===== config.mk =====
export PLATFORM = sky130hd
export DESIGN_NAME = conv_window_generator
export DESIGN_NICKNAME = d
export VERILOG_FILES = /design/src/rtl/conv_window_generator.sv
export SDC_FILE = /design/constraint.sdc
export NUM_CORES = 1
export LEC_CHECK = 0
export BUFFER_PORTS_ARGS = -buffer_cell sky130_fd_sc_hd__buf_2
export CAP_MARGIN = 20
export CORE_MARGIN = 1.5
export CORE_UTILIZATION = 55
export CTS_BUF_LIST = sky130_fd_sc_hd__clkbuf_8
export DETAILED_ROUTE_END_ITERATION = 8
export MAX_ROUTING_LAYER = met4
export PLACE_DENSITY = 0.76
export SKIP_LAST_GASP = 1
export SYNTH_ARGS = -nofsm -noshare
export SYNTH_HDL_FRONTEND = slang
export SYNTH_SLANG_ARGS = --single-unit

===== constraint.sdc =====
create_clock -name clk -period 9.35 [get_ports clk]
set_clock_uncertainty 0.05 [all_clocks]
set_input_delay 0.4675 -clock clk [delete_from_list [all_inputs] [get_ports clk]]
set_output_delay 0.4675 -clock clk [all_outputs]
set_load 0.03 [all_outputs]

===== src/rtl/conv_window_generator.sv =====
// ----------------------------------------------------------------------------
// conv_window_generator
//
// Front end of the 3x3 multi-channel FP32 convolution block. Takes a
// raster-order pixel stream (one pixel per beat, all channels side by side),
// keeps the two previous rows in line buffers and slides a 3x3 window across
// the image. For every output position that needs no padding it presents one
// complete window per channel on a valid/ready interface. Sample bits are
// passed through untouched.
//
// Ports
//   clk          clock
//   rst          synchronous active-high reset
//   valid_in     input pixel valid
//   ready_in     block can accept a pixel this cycle
//   data_in      pixel, all channels [CHANNELS-1:0][DATA_WIDTH-1:0]
//   valid_out    window valid
//   ready_out    consumer accepts the window
//   window_out   window per channel, row-major, element index i*3+j
//   window_last  set with the final window of a frame (qualified by valid_out)
//   frame_done   one-cycle pulse after the last pixel of a frame is accepted
// ----------------------------------------------------------------------------
module conv_window_generator #(
    parameter int DATA_WIDTH  = 32,
    parameter int KERNEL_SIZE = 3,
    parameter int CHANNELS    = 1,
    parameter int IMG_WIDTH   = 8,
    parameter int IMG_HEIGHT  = 8
) (
    input  logic                                                       clk,
    input  logic                                                       rst,
    input  logic                                                       valid_in,
    output logic                                                       ready_in,
    input  logic [CHANNELS-1:0][DATA_WIDTH-1:0]                        data_in,
    output logic                                                       valid_out,
    input  logic                                                       ready_out,
    output logic [CHANNELS-1:0][KERNEL_SIZE*KERNEL_SIZE-1:0][DATA_WIDTH-1:0] window_out,
    output logic                                                       window_last,
    output logic                                                       frame_done
);

    localparam int COL_W = $clog2(IMG_WIDTH);
    localparam int ROW_W = $clog2(IMG_HEIGHT);
    localparam logic [COL_W-1:0] LAST_COL  = COL_W'(IMG_WIDTH - 1);
    localparam logic [ROW_W-1:0] LAST_ROW  = ROW_W'(IMG_HEIGHT - 1);
    localparam logic [COL_W-1:0] FIRST_COL = COL_W'(2);
    localparam logic [ROW_W-1:0] FIRST_ROW = ROW_W'(2);

    typedef logic [CHANNELS-1:0][DATA_WIDTH-1:0] pixel_t;
    // One window column; element 0 is the top (oldest) row.
    typedef pixel_t [2:0] column_t;

    // The window and line-buffer structure below is hard-wired for 3x3.
    generate
        if (KERNEL_SIZE != 3) begin : gKernelCheck
            $error("conv_window_generator: only KERNEL_SIZE == 3 is supported");
        end
        if (IMG_WIDTH < 3 || IMG_HEIGHT < 3) begin : gImageCheck
            $error("conv_window_generator: IMG_WIDTH and IMG_HEIGHT must be >= 3");
        end
    endgenerate

    logic [COL_W-1:0] col_q, col_d;
    logic [ROW_W-1:0] row_q, row_d;
    logic             validOut_q, validOut_d;
    logic             windowLast_q, windowLast_d;
    logic             frameDone_q, frameDone_d;

    pixel_t           lineBuf0_q [IMG_WIDTH];
    pixel_t           lineBuf1_q [IMG_WIDTH];
    column_t [2:0]    window_q;
    column_t          newColumn;

    logic             accept;
    logic             emit;
    logic             atLastCol;
    logic             atLastRow;

    // No skid buffer: a pending window blocks input until the consumer takes it,
    // which is what keeps the held window stable during a stall.
    assign ready_in  = !validOut_q || ready_out;
    assign accept    = valid_in && ready_in;
    assign atLastCol = (col_q == LAST_COL);
    assign atLastRow = (row_q == LAST_ROW);
    assign emit      = (row_q >= FIRST_ROW) && (col_q >= FIRST_COL);

    // Column entering the window: two rows up, one row up, then the new pixel.
    assign newColumn = {data_in, lineBuf1_q[col_q], lineBuf0_q[col_q]};

    // Position counters and output flags. An accepted pixel decides the next
    // window state outright; without an accept, a handshake retires the window.
    always_comb begin
        col_d        = col_q;
        row_d        = row_q;
        validOut_d   = validOut_q;
        windowLast_d = windowLast_q;
        frameDone_d  = 1'b0;
        if (accept) begin
            if (atLastCol) begin
                col_d = '0;
                row_d = atLastRow ? '0 : row_q + ROW_W'(1);
            end else begin
                col_d = col_q + COL_W'(1);
            end
            validOut_d   = emit;
            windowLast_d = emit && atLastRow && atLastCol;
            frameDone_d  = atLastRow && atLastCol;
        end else if (ready_out) begin
            validOut_d   = 1'b0;
            windowLast_d = 1'b0;
        end
    end

    // Control state register; only this part is reset.
    always_ff @(posedge clk) begin
        if (rst) begin
            col_q        <= '0;
            row_q        <= '0;
            validOut_q   <= 1'b0;
            windowLast_q <= 1'b0;
            frameDone_q  <= 1'b0;
        end else begin
            col_q        <= col_d;
            row_q        <= row_d;
            validOut_q   <= validOut_d;
            windowLast_q <= windowLast_d;
            frameDone_q  <= frameDone_d;
        end
    end

    // Data path: line buffers age by one row at this column and the window
    // shifts left by one column. Contents need no reset because emission only
    // happens once two fresh rows of the current frame have been written.
    always_ff @(posedge clk) begin
        if (accept) begin
            lineBuf0_q[col_q] <= lineBuf1_q[col_q];
            lineBuf1_q[col_q] <= data_in;
            window_q          <= {newColumn, window_q[2], window_q[1]};
        end
    end

    // Reorder the column-major window register into row-major per-channel output.
    always_comb begin
        window_out = '0;
        for (int ch = 0; ch < CHANNELS; ch++) begin
            for (int i = 0; i < 3; i++) begin
                for (int j = 0; j < 3; j++) begin
                    window_out[ch][i*3+j] = window_q[j][i][ch];
                end
            end
        end
    end

    assign valid_out   = validOut_q;
    assign window_last = windowLast_q;
    assign frame_done  = frameDone_q;

endmodule


==> metrics.cfg, run 1 <==
[sta]
hold_violations = 0
finalSetupTns_ns = 0
final.setup.worst_slack_ns = 5.99
setup_viol = 0
max_freq_ghz = 0.297
finalCritPeriodShare = 0.360
slew_violations = 0
relSlewSlack = 0.258
tightest_slew_ns = 1.11
fin_crit_ns = 3.36
rsz0062_at_grt = no

[global_routing]
grt_pass1_wl_um = 79400
grt_pass1_vias = 13600
grt_max_degree = 125
grt_overflow = 0
antenna_found_initial = 2
grt.total_usage = 0.209

[floorplan]
coreArea_um2 = 51300
initial_core_util = 0.557
rows = 83
ios = 328
die_y_um = 231
die_area_um2 = 53300
dieWidth_um = 231

[cells_and_area]
drive_gt1_frac = 0.370
design_area_um2 = 33700
final_cells = 2411
antenna_cells = 0
synthToLayoutAreaGrowth_pct = 17.9
final_nets = 1676

[synthesis]
ys_warn_count = 0
yosys.area.top_type = edfxtp_1
synthTopCellsByArea = edfxtp_1 84%, mux4_2 6.9%, mux4_1 3.5%
synth_nets = 1208
synth_area_per_cell_um2 = 24.5
netlist_instances = 1167
ys_ff_latch = 812
seq_area_frac_synth = 0.849
synth_cell_type_count = 34
synth_top_area_share = 0.841
synthesis.area_um2 = 28600

[power]
finalPower_uw = 7570
ir_drop_mv = 0.131
cellPowerDensity_nw_per_um2 = 225
cellLeakagePower_uw = 0.0118

[clock_tree]
cts-root-buf = clkbuf_8
cts_sinks = 812
clk-insertion-delay-late_ns = 0.78
cts_tree = done
cts_setup_buffers = 0
htree_levels = 4
clk_pin_slew_worst_paths_ns = 0.06
clockBufferDepth = 3
cts_buffers = 130

[critical_path]
cpPeakStageDelay_ns = 0.84
path_class = register to register
crit_arrival_ns = 3.96
startpoint_type = register
cp_common_cell = ha_1
crit_chain = buf_4 > ha_1 > ha_1 > inv_1 > o31ai_1 > a21oi_1 > dlygate4sd3_1
reg2regPathDepth = 7
cp-end-kind = register
crit_family = buffers and inverters
critPathBufInv = 3
crit_path_top_delay_cell = dfxtp_4
worstPathRequired_ns = 9.94
rrSetupSlack_ns = 5.99
cp_max_fo = 40
cp_num_cells = 7

[place]
dp_hpwl_um = 28900
port_buffers = 327
gp_congestion = 0.816
dpl-instance-area_um2 = 31000
pre_cts_slack_ns = 5.95
dp_cells = 2148

[route]
routed_wl_um = 53100
first_pass_iters = 5
routed_via_density = 5.51
vias = 13300
drtAntennaViolNets = 0
drc_errors = 0
routedWlPerCell_um = 22.0
drt_iter0_drc = 1019

[min_path]
min_path_cells = 3
hp-class = primary input to register

[job]
maxCapViolCount = 0

[status]
outcome = complete, no violations

[repair_timing]
item,in CTS,in global routing
gates resized for setup,0,0
hold buffers,35,0
endpoints found under the hold margin,299,0
[worst reg2reg max path, stage by stage (launching register included)]
cell	delay [ns]
dfxtp_4	0.84
buf_4	0.75
ha_1	0.31
ha_1	0.27
inv_1	0.12
o31ai_1	0.25
a21oi_1	0.09
dlygate4sd3_1	0.55
[placed cells by master (no fill, tap or decap), types with 2 or more instances in the layout]
cell type / n
edfxtp_1: 800
buf_2: 327
clkbuf_8: 136
nand2_1: 97
mux4_2: 88
inv_1: 47
mux4_1: 38
dlygate4sd3_1: 35
mux2_2: 32
clkinv_1: 26
buf_4: 18
clkinv_2: 12
a21oi_1: 6
inv_6: 6
dfxtp_1: 6
ha_1: 5
nand4_1: 4
nor3_2: 4
dfxtp_4: 4
clkinvlp_4: 4
nand3_1: 3
o31ai_1: 3
o21ai_0: 3
mux2i_1: 2
nand2b_1: 2
nor2_4: 2
nor3_1: 2
nor2_1: 2
dfxtp_2: 2
bufinv_16: 2
[Yosys cell counts (all sizes together)]
cell    count
inv         5
or3         1
or3b        1
o32a        1
dfxtp      12
o31ai       3
a21oi       6
clkinv      1
nand2b      2
nor2        4
nor4        2
a32o        1
mux2i       2
nor2b       1
nor3b       1
a211oi      1
o21ai       3
a31oi       1
or4         1
edfxtp    800
buf        34
clkbuf     10
mux2       32
mux4      126
nand2      97
nor3        6
o32ai       1
nand3       3
ha          5
nand4       4
[logic make-up after synthesis]
family,count (synthesis),synth area share
DFF,812,0.849
buffers and inverters,50,0.00959
adders and majority gates,5,0.00219
and+or+nand+nor,123,0.0179
AOI/OAI and AO/OA,17,0.00385
muxes,160,0.118
[path summary, 6_finish.rpt]
| path | from | end |
|---|---|---|
| max | col_q[0] | row_q[2] |
| min | ready_out | window_last |
| max reg2reg | col_q[0] | row_q[2] |
| min reg2reg | window_out[182] | window_out[150] |
[routing by layer]
| metal | share of wire | GRT usage |
|---|---|---|
| met1 | 0.41 | 0.271 |
| met2 | 0.50 | 0.322 |
| met3 | 0.072 | 0.0616 |
| met4 | 0.017 | 0.0654 |
| met5 | 0 | - |
[flip-flops by register name, summed over array words and instances (netlist names), named ones only]
register / flops
col_q: 3
window_last: 1
row_q: 3
lineBuf1_q: 256
frame_done: 1
lineBuf0_q: 256
window_out: 288
valid_out: 1
[power breakdown]
group | total (µW) | internal (µW) | switching (µW)
combinational | 583 | 180 | 403
sequential | 4290 | 4210 | 77.3
clock | 2700 | 1400 | 1300
total | 7570 | 5790 | 1780
[through the flow]
stage                     utilization  hold WS (ns)
final                           0.657        0.0737
after global routing            0.657        0.0430
after detailed placement        0.605         0.378
after global placement          0.605         0.377
after floorplan                     -         0.415
after CTS                       0.657        0.0181
[cell type report]
cell class / count / area (µm²)
flip-flops and latches: 812 / 24300
repair buffers: 380 / 2120
inverters: 6 / 30.0
fillers: 3273 / 17600
clock inverters: 92 / 458
multi-input cells: 305 / 4090
well taps: 680 / 851
clock buffers: 136 / 1870
Power figures use the tool's default switching activity.
==> run 2: changes to the inputs <==
--- a/config.mk
+++ b/config.mk
@@ -8,11 +8,11 @@
 export BUFFER_PORTS_ARGS = -buffer_cell sky130_fd_sc_hd__buf_2
 export CAP_MARGIN = 20
 export CORE_MARGIN = 1.5
-export CORE_UTILIZATION = 55
+export CORE_UTILIZATION = 54
 export CTS_BUF_LIST = sky130_fd_sc_hd__clkbuf_8
 export DETAILED_ROUTE_END_ITERATION = 8
 export MAX_ROUTING_LAYER = met4
-export PLACE_DENSITY = 0.76
+export PLACE_DENSITY = 0.78
 export SKIP_LAST_GASP = 1
 export SYNTH_ARGS = -nofsm -noshare
 export SYNTH_HDL_FRONTEND = slang
==> constraint.sdc (replaced) <==
create_clock -name clk -period 3.07 [get_ports clk]
set_clock_uncertainty 0.05 [all_clocks]
set_input_delay 0.1535 -clock clk [delete_from_list [all_inputs] [get_ports clk]]
set_output_delay 0.1535 -clock clk [all_outputs]
set_load 0.03 [all_outputs]
==> run 2 against run 1 <==
  * Final area grew 0.82%
  * Register-to-register slack lost 5.6 ns
  * Worst setup slack lost 5.6 ns
  * Die area grew 1.8%
  * First-iteration DRC count grew 2.6%
  * Flip-flop and latch count is the same
  * Hold slack gained 0.19 ns
  * Power grew to 3.0 times the previous value
  * Routed wire length grew 2.0%
  * Clock power grew to 3.0 times the previous value
  * Cell count grew 0.71%
  * Critical endpoint is now lineBuf1_q[6][8]
  * Highest routed layer unchanged
==> metrics.cfg, run 2 (same netlist as run 1, synthesis figures left out) <==
[critical_path]
endpoint = lineBuf1_q[6][8]
crit_arrival_ns = 2.94  ; -1.02 ns
cp-end-kind = register
cp_max_fo = 38  ; -5.0%
path_class = register to register
worstPathRequired_ns = 3.37  ; -6.57 ns
reg2regPathDepth = 6  ; -1
startpoint_type = register
r2r_start = valid_out
rrSetupSlack_ns = 0.43  ; -5.56 ns
critPathLaunch = valid_out
timing.rr.end = lineBuf1_q[6][8]

[clock_tree]
cts-root-buf = clkbuf_8
clk_pin_slew_worst_paths_ns = 0.06  ; about the same
clockBufferDepth = 3  ; unchanged
cts_buffers = 121  ; -6.9%
clk-insertion-delay-late_ns = 0.69  ; -0.09 ns
htree_levels = 3  ; -1
cts_sinks = 812  ; unchanged
cts_setup_buffers = 0  ; unchanged
cts_tree = done

[sta]
hold_violations = 0  ; unchanged
slew_violations = 0  ; unchanged
max_freq_ghz = 0.379  ; +27%
tightest_slew_ns = 1.03  ; -0.0840 ns
fin_crit_ns = 2.64  ; -0.724 ns
finalCritPeriodShare = 0.860  ; +0.500
setup_viol = 0  ; unchanged
rsz0062_at_grt = no
relSlewSlack = 0.312  ; +0.0544
hold_slack_ns = 0.261  ; +0.187 ns

[route]
routedWlPerCell_um = 22.3  ; +1.3%
vias = 13200  ; -0.33%
routed_wl_um = 54200  ; +2.0%
routed_via_density = 5.45  ; -1.0%
drt_iter0_drc = 1045  ; +2.6%
first_pass_iters = 7  ; +2
drtAntennaViolNets = 0  ; unchanged
drc_errors = 0  ; unchanged

[floorplan]
initial_core_util = 0.545  ; -0.0121
ios = 328  ; unchanged
rows = 84  ; +1.2%
dieWidth_um = 233  ; +0.91%
coreArea_um2 = 52400  ; +2.2%
die_y_um = 233  ; +0.91%
die_area_um2 = 54300  ; +1.8%

[power]
ir_drop_mv = 0.359  ; +170%
cellLeakagePower_uw = 0.0118  ; +0.32%
cellPowerDensity_nw_per_um2 = 672  ; +200%

[cells_and_area]
mostFrequentLayoutCells = 800 x edfxtp_1, 327 x buf_2, 124 x clkbuf_8
layout_commonest_cell = edfxtp_1
multi_input_area_um2 = 4150  ; +1.4%
fill_cells = 3265  ; -0.24%
post-route-util = 0.648  ; -0.00903
synthToLayoutAreaGrowth_pct = 18.9
drive_gt1_frac = 0.371  ; +0.000448
register_area_um2 = 24300  ; about the same
final_nets = 1681  ; +0.30%
largest_reg_flops = 288  ; unchanged

[min_path]
hp-class = primary input to register

[job]
maxCapViolCount = 0  ; unchanged

[status]
outcome = complete, no violations

[place]
gp_congestion = 0.754  ; -7.6%
dp_hpwl_um = 30800  ; +6.5%
port_buffers = 327  ; unchanged

[global_routing]
antenna_found_initial = 3  ; +1
grt_pass1_vias = 13700  ; +0.32%
grt.total_usage = 0.207  ; -0.00167
grt_overflow = 0  ; unchanged
grt_max_degree = 170  ; +36%
grt_pass1_wl_um = 80200  ; +1.0%

run 2: changes by cell type in the layout (fill, tap and decap cells not counted), moves of 3 or more:
| cell | previous run | this run |
|---|---|---|
| clkbuf_8 | 136 | 124 |
| buf_4 | 18 | 15 |
| inv_6 | 6 | 1 |
| diode_2 | 0 | 3 |
| inv_1 | 47 | 39 |
| bufinv_16 | 2 | 5 |
| clkinv_2 | 12 | 17 |
| clkinv_1 | 26 | 37 |
| nor3_2 | 4 | 0 |
| nor3_4 | 0 | 4 |
| buf_12 | 0 | 14 |
run 2: critical path, stage by stage (launching register included):
cell and delay, ns:
dfxtp_4 0.34, nor2b_1 0.20, clkinv_8 0.10, nand3_1 0.19, buf_4 0.23, nor2_4 0.79, buf_12 0.35
run 2: layout make-up:
cell class	instances	share of cell area
flip-flops and latches	812	0.715
diodes	3	0.000221
inverters	6	0.00114
well taps	688	0.0253
clock inverters	96	0.0154
clock buffers	124	0.0502
repair buffers	394	0.0711
multi-input cells	305	0.122
run 2: repair_timing:
item                      in CTS  in global routing
resized for setup              0                  0
hold buffers                  37                  0
hold endpoints to repair     300                  0
run 2: per-stage QoR:
step / TNS (ns) / setup WS (ns) / std cells / instance area, µm² / power (µW)
finish: 0 / 0.430 / 2428 / 34000 / 22800
global route: 0 / 0.318 / 2428 / 34000 / 23700
CTS: 0 / 0.394 / 2424 / 34000 / 23100
detailed placement: 0 / 0.439 / 2167 / 31400 / 15100
global placement: 0 / 0.465 / 2167 / 31400 / 15000
floorplan: -1048.00 / -2.56 / 1167 / 28700 / 14400
run 2: worst min path at each step:
stage	startpoint	endpoint	slack (ns)	depth (start not counted)
floorplan	data_in[0]	lineBuf1_q[0][0]	0.20	0
global placement	window_out[44]	window_out[12]	0.37	0
detailed placement	window_out[170]	window_out[138]	0.38	0
CTS	data_in[25]	lineBuf1_q[3][25]	0.20	2
global route	data_in[29]	lineBuf1_q[3][29]	0.25	2
finish	data_in[25]	lineBuf1_q[3][25]	0.26	2
run 2: layer usage:
layer / wire [µm] / global-route usage / vias up / share of wire
li1: - / - / 5833 / -
met1: 21900 / 0.269 / 6825 / 0.40
met2: 27700 / 0.330 / 485 / 0.51
met3: 3390 / 0.0389 / 88 / 0.063
met4: 1300 / 0.0790 / 0 / 0.024
met5: 0 / - / - / 0
run 2: power by group:
| part | switching (µW) | total (µW) | internal (µW) |
|---|---|---|---|
| clock network | 3830 | 7980 | 4150 |
| logic | 1280 | 1850 | 567 |
| registers | 193 | 13000 | 12800 |
| total | 5310 | 22800 | 17500 |
==> run 3: changes to the inputs <==
--- a/config.mk
+++ b/config.mk
@@ -8,11 +8,10 @@
 export BUFFER_PORTS_ARGS = -buffer_cell sky130_fd_sc_hd__buf_2
 export CAP_MARGIN = 20
 export CORE_MARGIN = 1.5
-export CORE_UTILIZATION = 54
-export CTS_BUF_LIST = sky130_fd_sc_hd__clkbuf_8
+export CORE_UTILIZATION = 52
 export DETAILED_ROUTE_END_ITERATION = 8
 export MAX_ROUTING_LAYER = met4
-export PLACE_DENSITY = 0.78
+export PLACE_DENSITY = 0.75
 export SKIP_LAST_GASP = 1
 export SYNTH_ARGS = -nofsm -noshare
 export SYNTH_HDL_FRONTEND = slang
==> run 3 against run 2 <==
  * Global-route usage grew 0.40 points
  * Cell count fell by 2.6%
  * Power is 8.1% higher
  * Combinational power about the same
  * Routed wire length grew 6.2%
  * Die area grew 3.8%
  * Sequential share of layout area is 0.97 points lower
  * Critical path type unchanged
  * Critical endpoint is now row_q[2]
  * Largest power group unchanged
==> metrics.cfg, run 3 (same netlist as run 1, synthesis figures left out) <==
[place]
dp_cells = 2184  ; +0.78%
gp_congestion = 0.765  ; +1.5%
dp_hpwl_um = 32400  ; +5.2%
port_buffers = 327  ; unchanged
pre_cts_slack_ns = 0.778  ; +0.339 ns

[sta]
fin_crit_ns = 2.60  ; -0.0421 ns
relSlewSlack = 0.482  ; +0.170
setup_viol = 0  ; unchanged
rsz0062_at_grt = no
tightest_slew_ns = 0.777  ; -0.253 ns
finalCritPeriodShare = 0.846  ; -0.0137
final.setup.worst_slack_ns = 0.472  ; +0.0421 ns
max_freq_ghz = 0.385  ; +1.6%
slew_violations = 0  ; unchanged
hold_violations = 0  ; unchanged

[critical_path]
startpoint_type = register
crit_arrival_ns = 3.05  ; +0.11 ns
cpPeakStageDelay_ns = 0.59  ; -0.20 ns
cp-end-kind = register
worstPathRequired_ns = 3.52  ; +0.15 ns
cp_max_fo = 29  ; -24%
crit_path_top_delay_cell = dfxtp_2
crit_chain = buf_4 > ha_1 > inv_1 > o31ai_1 > a21oi_1 > dlygate4sd3_1
critPathBufInv = 3  ; unchanged
reg2regPathDepth = 6  ; unchanged
timing.rr.end = row_q[2]
crit_family = buffers and inverters
rrSetupSlack_ns = 0.47  ; +0.04 ns
r2r_start = col_q[2]
path_class = register to register

[floorplan]
ios = 328  ; unchanged
die_area_um2 = 56400  ; +3.8%
coreArea_um2 = 54000  ; +3.0%
initial_core_util = 0.529  ; -0.0160
dieWidth_um = 237  ; +1.9%
die_y_um = 237  ; +1.9%
rows = 85  ; +1.2%

[clock_tree]
htree_levels = 3  ; unchanged
cts_sinks = 812  ; unchanged
clockBufferDepth = 3  ; unchanged
clk_pin_slew_worst_paths_ns = 0.06  ; about the same
cts_setup_buffers = 0  ; unchanged
cts_tree = done
cts-root-buf = clkbuf_16
cts_buffers = 81  ; -33%
clk-insertion-delay-late_ns = 0.62  ; -0.07 ns

[cells_and_area]
fill_cells = 3456  ; +5.8%
largest_reg_flops = 288  ; unchanged
antenna_cells = 0  ; -3
layout_commonest_cell = edfxtp_1
drive_gt1_frac = 0.371  ; +0.000726
mostFrequentLayoutCells = 800 x edfxtp_1, 327 x buf_2, 96 x nand2_1
final_nets = 1649  ; -1.9%
synthToLayoutAreaGrowth_pct = 20.5
final_cells = 2365  ; -2.6%

[route]
first_pass_iters = 5  ; -2
vias = 13300  ; +0.55%
routedWlPerCell_um = 24.3  ; +9.0%
drtAntennaViolNets = 0  ; unchanged
drc_errors = 0  ; unchanged
routed_wl_um = 57600  ; +6.2%
drt_iter0_drc = 1301  ; +24%
routed_via_density = 5.63  ; +3.2%

[min_path]
hold_end = lineBuf1_q[3][2]
min_from = data_in[2]
hp-class = primary input to register
min_path_cells = 2  ; unchanged

[global_routing]
antenna_found_initial = 0  ; -3
grt.total_usage = 0.211  ; +0.00399
grt_pass1_vias = 13500  ; -1.5%
grt_pass1_wl_um = 84900  ; +5.8%
grt_overflow = 0  ; unchanged
grt_max_degree = 99  ; -42%

[status]
outcome = complete, no violations

[job]
maxCapViolCount = 0  ; unchanged

[power]
cellPowerDensity_nw_per_um2 = 717  ; +6.6%
ir_drop_mv = 0.469  ; +31%
cellLeakagePower_uw = 0.0119  ; +0.62%

-- run 3: cell count changes in the layout (fill, tap and decap cells not counted), sizes merged --
cell / previous run / this run
buf: 357 / 365
clkbuf: 124 / 97
inv: 40 / 5
bufinv: 5 / 9
diode: 3 / 0
clkinv: 55 / 37
-- run 3: area by class of cell --
| class | count | area, µm² | share of cell area |
|---|---|---|---|
| clock inverter | 47 | 460 | 0.0134 |
| timing repair buffer | 402 | 2450 | 0.0713 |
| inverter | 6 | 38.8 | 0.00113 |
| multi-input combinational | 305 | 4150 | 0.120 |
| sequential | 812 | 24300 | 0.705 |
| clock buffer | 97 | 2190 | 0.0637 |
| tap | 696 | 871 | 0.0253 |
-- run 3: how the worst max path moves through the flow --
stage,start,endpoint,cells after the start
after global routing,col_q[0],row_q[2],6
after floorplan,valid_out,window_out[0],5
after global placement,register,lineBuf0_q[0][28],3
after detailed placement,col_q[2],window_out[88],5
after CTS,col_q[0],row_q[2],6
final,col_q[2],row_q[2],6
-- run 3: power breakdown --
part | leakage, µW | internal (µW) | switching (µW) | total, µW
sequential | 0.00757 | 12800 | 246 | 13100
clock | 0.00131 | 5840 | 3960 | 9800
combinational | 0.00299 | 579 | 1260 | 1830
total | 0.0119 | 19200 | 5460 | 24700
-- run 3: stage by stage --
stage | total power, µW | util | hold slack, ns | setup TNS, ns | cell area, µm²
after global placement | 15000 | 0.582 | 0.374 | 0 | 31400
final | 24700 | 0.638 | 0.317 | 0 | 34400
after global routing | 25400 | 0.638 | 0.323 | 0 | 34400
after detailed placement | 15100 | 0.582 | 0.380 | 0 | 31400
after CTS | 24900 | 0.638 | 0.299 | 0 | 34400
after floorplan | 14400 | - | 0.202 | -1048.00 | 28700
-- run 3: routing by layer --
metal  up-vias  wire, µm  track usage
met4         0      1120       0.0670
met5         -         0            -
met3        79      4030       0.0318
met1      6897     23800        0.291
met2       585     28600        0.331
li1       5743         -            -
-- run 3: timing repair --
item / 4_1_cts / 5_1_grt
endpoints found under the hold margin: 300 / 0
gates resized for setup: 0 / 0
hold buffers: 37 / 0
